## src/rtl/stream_frame_tracker_if.sv

```systemverilog
//==============================================================================
// Module      : stream_frame_tracker_if
// Description : Beat-stream bundle between the upstream buffer, the frame
//               tracker and its downstream consumer.
// Revision    : 1.0 - initial release
//==============================================================================
`timescale 1ns/1ps
`default_nettype none

interface stream_frame_tracker_if #(
    parameter int CHANNELS     = 1,
    parameter int DATA_WIDTH   = 16,
    parameter int FRAME_WIDTH  = 640,
    parameter int FRAME_HEIGHT = 480
);
    localparam int COL_W = $clog2(FRAME_WIDTH);
    localparam int ROW_W = $clog2(FRAME_HEIGHT);

    logic [CHANNELS-1:0][DATA_WIDTH-1:0] channels_i;
    logic                                valid_i;
    logic                                sof_i;
    logic                                stall_o;
    logic [CHANNELS-1:0][DATA_WIDTH-1:0] channels_o;
    logic                                valid_o;
    logic                                sof_o;
    logic                                eol_o;
    logic                                eof_o;
    logic [COL_W-1:0]                    col_o;
    logic [ROW_W-1:0]                    row_o;
    logic                                stall_i;
    logic                                locked_o;
    logic                                err_early_sof_o;
    logic                                err_missing_sof_o;
    logic                                err_overflow_o;
    logic                                clr_err_i;

    modport slave (
        input  channels_i, valid_i, sof_i, stall_i, clr_err_i,
        output stall_o, channels_o, valid_o, sof_o, eol_o, eof_o, col_o, row_o,
               locked_o, err_early_sof_o, err_missing_sof_o, err_overflow_o
    );

    modport master (
        output channels_i, valid_i, sof_i, stall_i, clr_err_i,
        input  stall_o, channels_o, valid_o, sof_o, eol_o, eof_o, col_o, row_o,
               locked_o, err_early_sof_o, err_missing_sof_o, err_overflow_o
    );
endinterface

`default_nettype wire

```

## src/rtl/stream_frame_tracker.sv

```systemverilog
//==============================================================================
// Module      : stream_frame_tracker
// Description : Locks to frame boundaries of a buffered beat stream, tags each
//               beat with its position and delivers it through a 3-entry FIFO.
// Revision    : 1.0 - initial release
//==============================================================================
`timescale 1ns/1ps
`default_nettype none

module stream_frame_tracker #(
    parameter int CHANNELS     = 1,
    parameter int DATA_WIDTH   = 16,
    parameter int FRAME_WIDTH  = 640,
    parameter int FRAME_HEIGHT = 480
) (
    input  wire logic             clk_i,
    input  wire logic             rst_n_i,
    stream_frame_tracker_if.slave bus
);
    localparam int COL_W = $clog2(FRAME_WIDTH);
    localparam int ROW_W = $clog2(FRAME_HEIGHT);
    localparam int c_depth = 3;
    localparam logic [COL_W-1:0] c_last_col = COL_W'(FRAME_WIDTH - 1);
    localparam logic [ROW_W-1:0] c_last_row = ROW_W'(FRAME_HEIGHT - 1);

    typedef struct packed {
        logic [CHANNELS-1:0][DATA_WIDTH-1:0] data;
        logic                                sof;
        logic                                eol;
        logic                                eof;
        logic [COL_W-1:0]                    col;
        logic [ROW_W-1:0]                    row;
    } entry_t;

    typedef enum logic [0:0] {
        ST_SYNC = 1'b0,
        ST_RUN  = 1'b1
    } state_t;

    logic [1:0]       r_rst_sync;
    logic             w_rst_n;
    state_t           r_state;
    logic [COL_W-1:0] r_col;
    logic [ROW_W-1:0] r_row;
    entry_t           r_mem [c_depth];
    logic [1:0]       r_occ;
    logic             r_inflight;
    logic             r_err_early;
    logic             r_err_missing;
    logic             r_err_overflow;

    logic             w_stall;
    logic             w_origin;
    logic             w_write;
    logic             w_restart;
    logic             w_set_early;
    logic             w_set_missing;
    state_t           w_next_state;
    logic [COL_W-1:0] w_col;
    logic [ROW_W-1:0] w_row;
    logic             w_eol;
    logic             w_eof;
    logic             w_pop;
    logic             w_drop;
    logic             w_push;
    logic [1:0]       w_wr_idx;
    entry_t           w_entry;

    // Assert asynchronously, release on a clock edge after two flops.
    always_ff @(posedge clk_i or negedge rst_n_i) begin
        if (!rst_n_i) begin
            r_rst_sync <= '0;
        end else begin
            r_rst_sync <= {r_rst_sync[0], 1'b1};
        end
    end
    assign w_rst_n = r_rst_sync[1];

    // Counting the in-flight read guarantees room for the beat it returns.
    assign w_stall  = ({1'b0, r_occ} + {2'b00, r_inflight}) >= 3'd3;
    assign w_origin = (r_col == '0) && (r_row == '0);

    always_comb begin
        w_write       = 1'b0;
        w_restart     = 1'b0;
        w_set_early   = 1'b0;
        w_set_missing = 1'b0;
        w_next_state  = r_state;
        if (bus.valid_i) begin
            if (r_state == ST_SYNC) begin
                if (bus.sof_i) begin
                    w_write      = 1'b1;
                    w_restart    = 1'b1;
                    w_next_state = ST_RUN;
                end
            end else if (bus.sof_i && !w_origin) begin
                w_write     = 1'b1;
                w_restart   = 1'b1;
                w_set_early = 1'b1;
            end else if (!bus.sof_i && w_origin) begin
                w_set_missing = 1'b1;
                w_next_state  = ST_SYNC;
            end else begin
                w_write = 1'b1;
            end
        end
    end

    assign w_col = w_restart ? '0 : r_col;
    assign w_row = w_restart ? '0 : r_row;
    assign w_eol = (w_col == c_last_col);
    assign w_eof = w_eol && (w_row == c_last_row);

    assign w_entry = '{data: bus.channels_i, sof: bus.sof_i, eol: w_eol,
                       eof: w_eof, col: w_col, row: w_row};

    assign w_pop    = (r_occ != 2'd0) && !bus.stall_i;
    assign w_drop   = w_write && (r_occ == 2'd3) && !w_pop;
    assign w_push   = w_write && !w_drop;
    assign w_wr_idx = w_pop ? (r_occ - 2'd1) : r_occ;

    always_ff @(posedge clk_i or negedge w_rst_n) begin
        if (!w_rst_n) begin
            r_state        <= ST_SYNC;
            r_col          <= '0;
            r_row          <= '0;
            r_err_early    <= 1'b0;
            r_err_missing  <= 1'b0;
            r_err_overflow <= 1'b0;
        end else begin
            r_state <= w_next_state;
            // Dropped beats still advance position so the frame stays aligned.
            if (w_write) begin
                r_col <= w_eol ? '0 : (w_col + COL_W'(1));
                r_row <= w_eof ? '0 : (w_eol ? (w_row + ROW_W'(1)) : w_row);
            end
            r_err_early    <= w_set_early   | (r_err_early    & ~bus.clr_err_i);
            r_err_missing  <= w_set_missing | (r_err_missing  & ~bus.clr_err_i);
            r_err_overflow <= w_drop        | (r_err_overflow & ~bus.clr_err_i);
        end
    end

    // Shift-style FIFO: entry 0 is always the head, so outputs need no mux.
    always_ff @(posedge clk_i or negedge w_rst_n) begin
        if (!w_rst_n) begin
            r_occ      <= '0;
            r_inflight <= 1'b0;
            for (int i = 0; i < c_depth; i++) begin
                r_mem[i] <= '0;
            end
        end else begin
            r_inflight <= !w_stall;
            if (w_pop) begin
                for (int i = 0; i < c_depth - 1; i++) begin
                    r_mem[i] <= r_mem[i+1];
                end
            end
            if (w_push) begin
                r_mem[w_wr_idx] <= w_entry;
            end
            r_occ <= r_occ + {1'b0, w_push} - {1'b0, w_pop};
        end
    end

    assign bus.stall_o           = w_stall;
    assign bus.channels_o        = r_mem[0].data;
    assign bus.valid_o           = (r_occ != 2'd0);
    assign bus.sof_o             = r_mem[0].sof;
    assign bus.eol_o             = r_mem[0].eol;
    assign bus.eof_o             = r_mem[0].eof;
    assign bus.col_o             = r_mem[0].col;
    assign bus.row_o             = r_mem[0].row;
    assign bus.locked_o          = (r_state == ST_RUN);
    assign bus.err_early_sof_o   = r_err_early;
    assign bus.err_missing_sof_o = r_err_missing;
    assign bus.err_overflow_o    = r_err_overflow;

endmodule

`default_nettype wire
```

## src/flat_wrapper.sv

```systemverilog
// flat-port wrapper written by rule: the top's interface ports become plain ports
module stream_frame_tracker_flat 
#(
    parameter int CHANNELS     = 1,
    parameter int DATA_WIDTH   = 16,
    parameter int FRAME_WIDTH  = 640,
    parameter int FRAME_HEIGHT = 480
)
  (clk_i, rst_n_i, bus_channels_i, bus_valid_i, bus_sof_i, bus_stall_i, bus_clr_err_i, bus_stall_o, bus_channels_o, bus_valid_o, bus_sof_o, bus_eol_o, bus_eof_o, bus_col_o, bus_row_o, bus_locked_o, bus_err_early_sof_o, bus_err_missing_sof_o, bus_err_overflow_o);
  stream_frame_tracker_if #(.CHANNELS(CHANNELS), .DATA_WIDTH(DATA_WIDTH), .FRAME_WIDTH(FRAME_WIDTH), .FRAME_HEIGHT(FRAME_HEIGHT)) bus_i ();
  input  wire logic clk_i;
  input  wire logic rst_n_i;
  input wire logic [$bits(bus_i.channels_i)-1:0] bus_channels_i;
  input wire logic [$bits(bus_i.valid_i)-1:0] bus_valid_i;
  input wire logic [$bits(bus_i.sof_i)-1:0] bus_sof_i;
  input wire logic [$bits(bus_i.stall_i)-1:0] bus_stall_i;
  input wire logic [$bits(bus_i.clr_err_i)-1:0] bus_clr_err_i;
  output wire logic [$bits(bus_i.stall_o)-1:0] bus_stall_o;
  output wire logic [$bits(bus_i.channels_o)-1:0] bus_channels_o;
  output wire logic [$bits(bus_i.valid_o)-1:0] bus_valid_o;
  output wire logic [$bits(bus_i.sof_o)-1:0] bus_sof_o;
  output wire logic [$bits(bus_i.eol_o)-1:0] bus_eol_o;
  output wire logic [$bits(bus_i.eof_o)-1:0] bus_eof_o;
  output wire logic [$bits(bus_i.col_o)-1:0] bus_col_o;
  output wire logic [$bits(bus_i.row_o)-1:0] bus_row_o;
  output wire logic [$bits(bus_i.locked_o)-1:0] bus_locked_o;
  output wire logic [$bits(bus_i.err_early_sof_o)-1:0] bus_err_early_sof_o;
  output wire logic [$bits(bus_i.err_missing_sof_o)-1:0] bus_err_missing_sof_o;
  output wire logic [$bits(bus_i.err_overflow_o)-1:0] bus_err_overflow_o;
  assign bus_i.channels_i = bus_channels_i;
  assign bus_i.valid_i = bus_valid_i;
  assign bus_i.sof_i = bus_sof_i;
  assign bus_i.stall_i = bus_stall_i;
  assign bus_i.clr_err_i = bus_clr_err_i;
  assign bus_stall_o = bus_i.stall_o;
  assign bus_channels_o = bus_i.channels_o;
  assign bus_valid_o = bus_i.valid_o;
  assign bus_sof_o = bus_i.sof_o;
  assign bus_eol_o = bus_i.eol_o;
  assign bus_eof_o = bus_i.eof_o;
  assign bus_col_o = bus_i.col_o;
  assign bus_row_o = bus_i.row_o;
  assign bus_locked_o = bus_i.locked_o;
  assign bus_err_early_sof_o = bus_i.err_early_sof_o;
  assign bus_err_missing_sof_o = bus_i.err_missing_sof_o;
  assign bus_err_overflow_o = bus_i.err_overflow_o;
  stream_frame_tracker #(.CHANNELS(CHANNELS), .DATA_WIDTH(DATA_WIDTH), .FRAME_WIDTH(FRAME_WIDTH), .FRAME_HEIGHT(FRAME_HEIGHT)) u_core (.clk_i(clk_i), .rst_n_i(rst_n_i), .bus(bus_i));
endmodule
```

## config.mk

```make
export PLATFORM = sky130hd
export DESIGN_NAME = stream_frame_tracker_flat
export DESIGN_NICKNAME = d
export VERILOG_FILES = /design/src/rtl/stream_frame_tracker_if.sv /design/src/rtl/stream_frame_tracker.sv /design/src/flat_wrapper.sv
export SDC_FILE = /design/constraint.sdc
export NUM_CORES = 1
export LEC_CHECK = 0
export BUFFER_PORTS_ARGS = -buffer_cell sky130_fd_sc_hd__buf_4
export CORE_UTILIZATION = 40
export DETAILED_ROUTE_END_ITERATION = 16
export PLACE_DENSITY_LB_ADDON = 0.3
export SYNTH_ARGS = -nofsm -noshare
export SYNTH_HDL_FRONTEND = slang
export SYNTH_SLANG_ARGS = --single-unit
```

## constraint.sdc

```tcl
create_clock -name clk_i -period 6.3 [get_ports clk_i]
set_clock_uncertainty 0.1 [all_clocks]
set_input_delay 0.315 -clock clk_i [delete_from_list [all_inputs] [get_ports clk_i]]
set_output_delay 0.315 -clock clk_i [all_outputs]
set_load 0.02 [all_outputs]
```

After elaboration in Yosys (flattened, before gate mapping):

Index checks and enable logic that the tools add are counted.

* register bits after elaboration: 142
* output and inout bits: 44

* add/sub/neg operators: 6
* magnitude comparators: 3
* eq/ne operators: 3
* mux-type cells: 25
* bitwise gates (word level): 8
* reductions and logical operators: 18

Operator list (number)
* 114-bit bitwise mux: 1
* 114-bit 2-to-1 mux: 1
* 38-bit demux with 2-bit select: 1
* 76-bit 2-to-1 mux: 1
* 38-bit 2-to-1 mux: 1
* 9-bit 2-to-1 mux: 3
* 10-bit 2-to-1 mux: 2
* 1-bit 2-to-1 mux: 14
* 10-bit by 1-bit adder with 10-bit output, second input constant: 1
* 10-bit equality test, second input constant: 1
* 10-bit zero test: 1
* 9-bit by 1-bit adder with 9-bit output, second input constant: 1
* 9-bit equality test, second input constant: 1
* 1-bit logical AND: 9
* 9-bit zero test: 1
* 1-bit zero test: 6
* 2-bit by 1-bit adder with 3-bit output: 1
* 1-bit bitwise AND: 3
* 3-bit by 2-bit >= comparator with 1-bit output, second input constant: 1
* 3-bit >= comparator, second input constant: 1
* 3-bit by 1-bit < comparator with 1-bit output, second input constant: 1
* 2-bit NOT with 3-bit output: 1
* 1-bit bitwise OR: 3
* 2-bit by 1-bit adder with 2-bit output: 1
* other kinds (6): 6

Longest topological paths before layout:

* word-level depth: 13
* depth in mapped cells: 15
* depth with buffers taken out: 11

Least setup slack after synthesis:

No wires, ideal clock.

* path type: register to register
* start point: reg u_core.r_occ[1]
* end point: reg u_core.r_mem[49] (netlist name)
* library setup time: 0.126 ns
* data arrival time: 3.486 ns
* required time: 6.074 ns
* slack: 2.588 ns
* cell stages (with the launch flop): 15
* clock period less this slack: 3.712 ns
* path through: dfrtp_1 -> inv_1 -> ha_1 -> or2_2 -> clkbuf_1 -> inv_1 -> buf_2 -> buf_2 -> buf_1 -> ha_1 -> clkbuf_1 -> or3_1 -> buf_4 -> buf_4 -> mux2i_1

* longest elaborated chain between the ends: 10
* elaborated cells on any way between the ends: 19

Ends and longest elaborated chain
* start: declaration: RTL line stream_frame_tracker.sv:46 `logic [1:0] r_occ;`
* start signal: assignment: RTL line stream_frame_tracker.sv:161 `r_occ <= r_occ + {1'b0, w_push} - {1'b0, w_pop};`
* parallel branches: the longest is 9 deep, another holds 3-bit >= comparator
* 114-bit 2-to-1 mux (*): RTL line stream_frame_tracker.sv:158 `if (w_push) begin`
* end signal: indexed assignment: RTL line stream_frame_tracker.sv:155 `r_mem[i] <= r_mem[i+1];`
* end signal: indexed assignment: RTL line stream_frame_tracker.sv:159 `r_mem[w_wr_idx] <= w_entry;`
* end: declaration: RTL line stream_frame_tracker.sv:45 `entry_t r_mem [c_depth];`

Mark *: on every way between the ends.
A chain may end at the register's enable or synchronous reset.

Final worst setup path:

* start point: reg u_core.r_col[3]
* end point: reg u_core.r_row[5]

* longest elaborated chain between the ends: 11
* elaborated cells on any way between the ends: 20

Ends and longest elaborated chain
* start: declaration: RTL line stream_frame_tracker.sv:43 `logic [COL_W-1:0] r_col;`
* start signal: assignment: RTL line stream_frame_tracker.sv:134 `r_col <= w_eol ? '0 : (w_col + COL_W'(1));`
* 10-bit zero test: RTL line stream_frame_tracker.sv:81 `assign w_origin = (r_col == '0) && (r_row == '0);`
* 1-bit logical AND: RTL line stream_frame_tracker.sv:81
* 1-bit zero test: RTL line stream_frame_tracker.sv:96 `end else if (bus.sof_i && !w_origin) begin`
* 1-bit logical AND: RTL line stream_frame_tracker.sv:96
* 1-bit 2-to-1 mux: RTL line stream_frame_tracker.sv:96
* 1-bit 2-to-1 mux: RTL line stream_frame_tracker.sv:90 `if (r_state == ST_SYNC) begin`
* 1-bit 2-to-1 mux: RTL line stream_frame_tracker.sv:89 `if (bus.valid_i) begin`
* 9-bit 2-to-1 mux or 10-bit 2-to-1 mux (tied branches): RTL line stream_frame_tracker.sv:110, stream_frame_tracker.sv:109
* 9-bit by 1-bit adder with 9-bit output, or another cell as far along: RTL line stream_frame_tracker.sv:135 `r_row <= w_eof ? '0 : (w_eol ? (w_row + ROW_W'(1)) : w_row);`
* 9-bit 2-to-1 mux or 1-bit logical AND (tied branches): RTL line stream_frame_tracker.sv:135, stream_frame_tracker.sv:112
* 9-bit 2-to-1 mux: RTL line stream_frame_tracker.sv:135
* end signal: assignment: RTL line stream_frame_tracker.sv:135
* end: declaration: RTL line stream_frame_tracker.sv:44 `logic [ROW_W-1:0] r_row;`

Parallel ways exist; a longest one is shown, timed or not.

==> run_results.csv <==
group,metric,value,unit
status,status,"complete, no violations",
die,die_w,136,µm
drt,detail_route.wl_per_cell,18.2,µm
worst_setup_path,endpoint_kind,"flip-flop",
clocking,numClockSinks,142,
worst_setup_path,reg2reg_to,"u_core.r_row[5]$_DFFE_PN0P_",
logic_synthesis,synth_top_area_share,0.495,
grt,antenna_found_initial,0,
worst_hold_path,hp-class,"input pin to flip-flop",
sta,finalMaxSlewViolations,0,
layout,multiInputGateArea,3060,µm²
worst_setup_path,cp.required,6500,ps
clocking,h-tree-depth,4,
sta,fmax,0.224,GHz
drt,drtIter0Drc,364,
logic_synthesis,synthCells,627,
layout,layout.nets,672,
drt,drt-total-wl,16000,µm
layout,fin_cells,880,
sta,hold_viol_final,0,
layout,regArea,3560,µm²
clocking,cts_inserted_buffers,17,
power_and_ir_drop,total_leakage_power,3.70,nW
logic_synthesis,synth_top_area_cell,"dfrtp_1",
worst_hold_path,hp-start,"bus_channels_i[7]",
logic_synthesis,synth_area,7170,µm²
logic_synthesis,syn-num-nets,657,
worst_setup_path,rr_worst_depth,10,
power_and_ir_drop,power_density,485,nW/µm²
logic_synthesis,synthFlopType,"dfrtp_1",
power_and_ir_drop,switchingPower,0.00137,W
grt,grt_max_degree,77,
die,die_y,136,µm
logic_synthesis,synth_edf_count,0,
logic_synthesis,synth_area_leaders,"dfrtp_1 (50%), mux2i_1 (15%), mux2_2 (8.0%), buf_4 (4.1%), nand2_1 (2.1%)",
die,fp.dieArea,18500,µm²
sta,tns,0,ps
clocking,clk_pin_slew_worst_paths,60,ps
place,routabilityCongestion,0.853,
power_and_ir_drop,power.share.combinational,0.376,
place,place.port_buffers,65,
place,placed_cells,847,
layout,num_antenna_cells,0,
die,floorplan.initialDensity,0.412,
sta,setup_viol,0,
power_and_ir_drop,peakVddDrop,0.000197,V
run,cap_violations,0,
worst_setup_path,worstPathCellList,"or4_1, nor4_1, a31o_2, nand2_1, inv_1, ha_1, nand3_1, or4_1, or2_2, o41ai_1",
power_and_ir_drop,intPower,0.00258,W
power_and_ir_drop,clockPowerShare,0.267,
layout,fillers,1596,
clocking,root_buffer,"clkbuf_16",
logic_synthesis,syn_area_per_cell,11.4,µm²
die,pin_count,66,
power_and_ir_drop,total_power,0.00395,W
logic_synthesis,yosys_warnings,0,
logic_synthesis,yosysSeqAreaShare,0.495,
clocking,cts_resized,0,
worst_setup_path,critPathTopFamily,"simple AND/OR/NAND/NOR gates",
clocking,cts_buffer_depth,2,
logic_synthesis,ys_types,56,
die,rows,48,
worst_setup_path,rr_startpoint,"u_core.r_col[3]$_DFFE_PN0P_",
place,dpl.hpwl,10100,µm
grt,grt_first_pass_wirelength,26700,µm
sta,rsz0062_at_grt,"no",
layout,area_growth,13.5,%
clocking,post_cts_buffers,0,
worst_setup_path,cp_max_fo,29,
clocking,cts_tree,"yes",
worst_setup_path,slowest_stage,"a31o_2",
sta,fin_crit_sh,0.708,
grt,grt_pass1_vias,5083,
logic_synthesis,ys_ff_latch,142,
drt,drt-vias-per-instance,5.61,
die,core,17400,µm²
sta,min_period,4460,ps
worst_setup_path,regToRegSetupSlack,1840,ps
drt,drcViolationCount,0,
worst_setup_path,crit_buf_inv,1,
worst_setup_path,worstPathArrival,4660,ps
worst_setup_path,criticalPathCategory,"flip-flop to flip-flop",
drt,firstDrtPassIters,5,
place,placed_area,7510,µm²
layout,drive_above_1_share,0.250,
drt,num_vias,4936,
clocking,clock_latency,420,ps
layout,layout_commonest_cell,"dfrtp_1",
grt,grt_usage,0.186,
sta,relSlewSlack,0.140,
sta,worst_slew_pin_slew,1290,ps
worst_setup_path,path_common_cell,"or4_1",
worst_hold_path,whs_path_depth,2,
drt,postRouteAntennaNets,0,
layout,design_area,8140,µm²
power_and_ir_drop,p_sw_frac,0.347,
worst_setup_path,critPathLaunchType,"flip-flop",
layout,mostFrequentLayoutCells,"dfrtp_1 (141), mux2i_1 (104), buf_4 (72)",
worst_setup_path,max_stage_delay,650,ps
grt,grt_overflow,0,
power_and_ir_drop,pwr-share-seq,0.357,
logic_synthesis,async_flop_share,1.00,
-- through the flow --
step	hold slack (ps)	setup WS, ps	util
6_report	47.9	1840	0.468
5_1_grt	39.4	1630	0.468
4_1_cts	33.9	1880	0.468
3_5_place_dp	-1.04	1920	0.431
3_3_place_gp	-0.402	2100	0.431
2_1_floorplan	-80.6	1950	-
-- final cells by class --
| cell class | count | area share |
|---|---|---|
| clock buffers | 26 | 0.0601 |
| well taps | 225 | 0.0346 |
| clock inverters | 6 | 0.0160 |
| multi-input cells | 388 | 0.375 |
| repair buffers | 73 | 0.0676 |
| inverters | 20 | 0.00953 |
| flip-flops and latches | 142 | 0.437 |
-- logic make-up (layout without fill, tap and decap cells) --
logic type	Yosys count	count (layout)	synth area share
compound gates	92	92	0.0829
xor+xnor	3	3	0.00366
fa+ha+maj	8	8	0.0140
buf+inv	97	125	0.0809
flops	142	142	0.495
mux	157	157	0.228
other cells	1	1	0.000523
simple gates	127	127	0.0944
-- power by group through the flow --
stage / Clock (W) / Combinational (W) / Sequential [W]
2_1_floorplan: 0 / 0.00121 / 0.00138
3_3_place_gp: 0 / 0.00145 / 0.00141
3_5_place_dp: 0 / 0.00150 / 0.00143
4_1_cts: 0.00107 / 0.00150 / 0.00141
5_1_grt: 0.00112 / 0.00162 / 0.00145
6_report: 0.00105 / 0.00149 / 0.00141
-- synth_stat cells, types with 3 or more instances --
master and n:
or2_2 4, mux2i_1 104, ha_1 8, nand2_1 40, nand3_1 13, clkbuf_1 16, o2bb2ai_1 3, o31ai_1 17
nor4_1 22, inv_1 20, nor2_1 10, or4_1 6, nor3_1 6, buf_4 39, or3_1 3, buf_6 7
mux2_2 51, dfrtp_1 142, buf_2 14, nand4_1 9, a21oi_1 22, o21ai_0 24, and3_1 3, o41ai_1 3
-- how the worst max path moves through the flow --
stage,start,depth (start not counted),end
finish,u_core.r_col[3]$_DFFE_PN0P_,10,u_core.r_row[5]$_DFFE_PN0P_
global route,u_core.r_col[3]$_DFFE_PN0P_,11,u_core.r_row[3]$_DFFE_PN0P_
CTS,u_core.r_col[3]$_DFFE_PN0P_,10,u_core.r_row[5]$_DFFE_PN0P_
detailed placement,u_core.r_col[3]$_DFFE_PN0P_,10,u_core.r_row[5]$_DFFE_PN0P_
global placement,u_core.r_col[3]$_DFFE_PN0P_,10,u_core.r_row[5]$_DFFE_PN0P_
floorplan,u_core.r_rst_sync[1]$_DFF_PN0_,0,async pin
-- metal layers --
layer	track usage	wire (µm)	up-vias	share of wire
li1	-	-	2279	-
met2	0.292	7590	148	0.47
met4	0.0660	264	0	0.016
met1	0.252	7450	2484	0.46
met3	0.0406	722	25	0.045
met5	0	0	-	0
-- worst register-to-register path, stage by stage (launching register included) --
cell and delay, ps:
dfrtp_1 440, or4_1 550, nor4_1 600, a31o_2 650
nand2_1 200, inv_1 110, ha_1 180, nand3_1 270
or4_1 610, or2_2 300, o41ai_1 330
-- timing repair --
action	in CTS	in global routing
hold endpoints to repair	2	0
endpoints found under the setup margin	0	0
hold buffers	1	0
(Power assumes the default switching activity.)
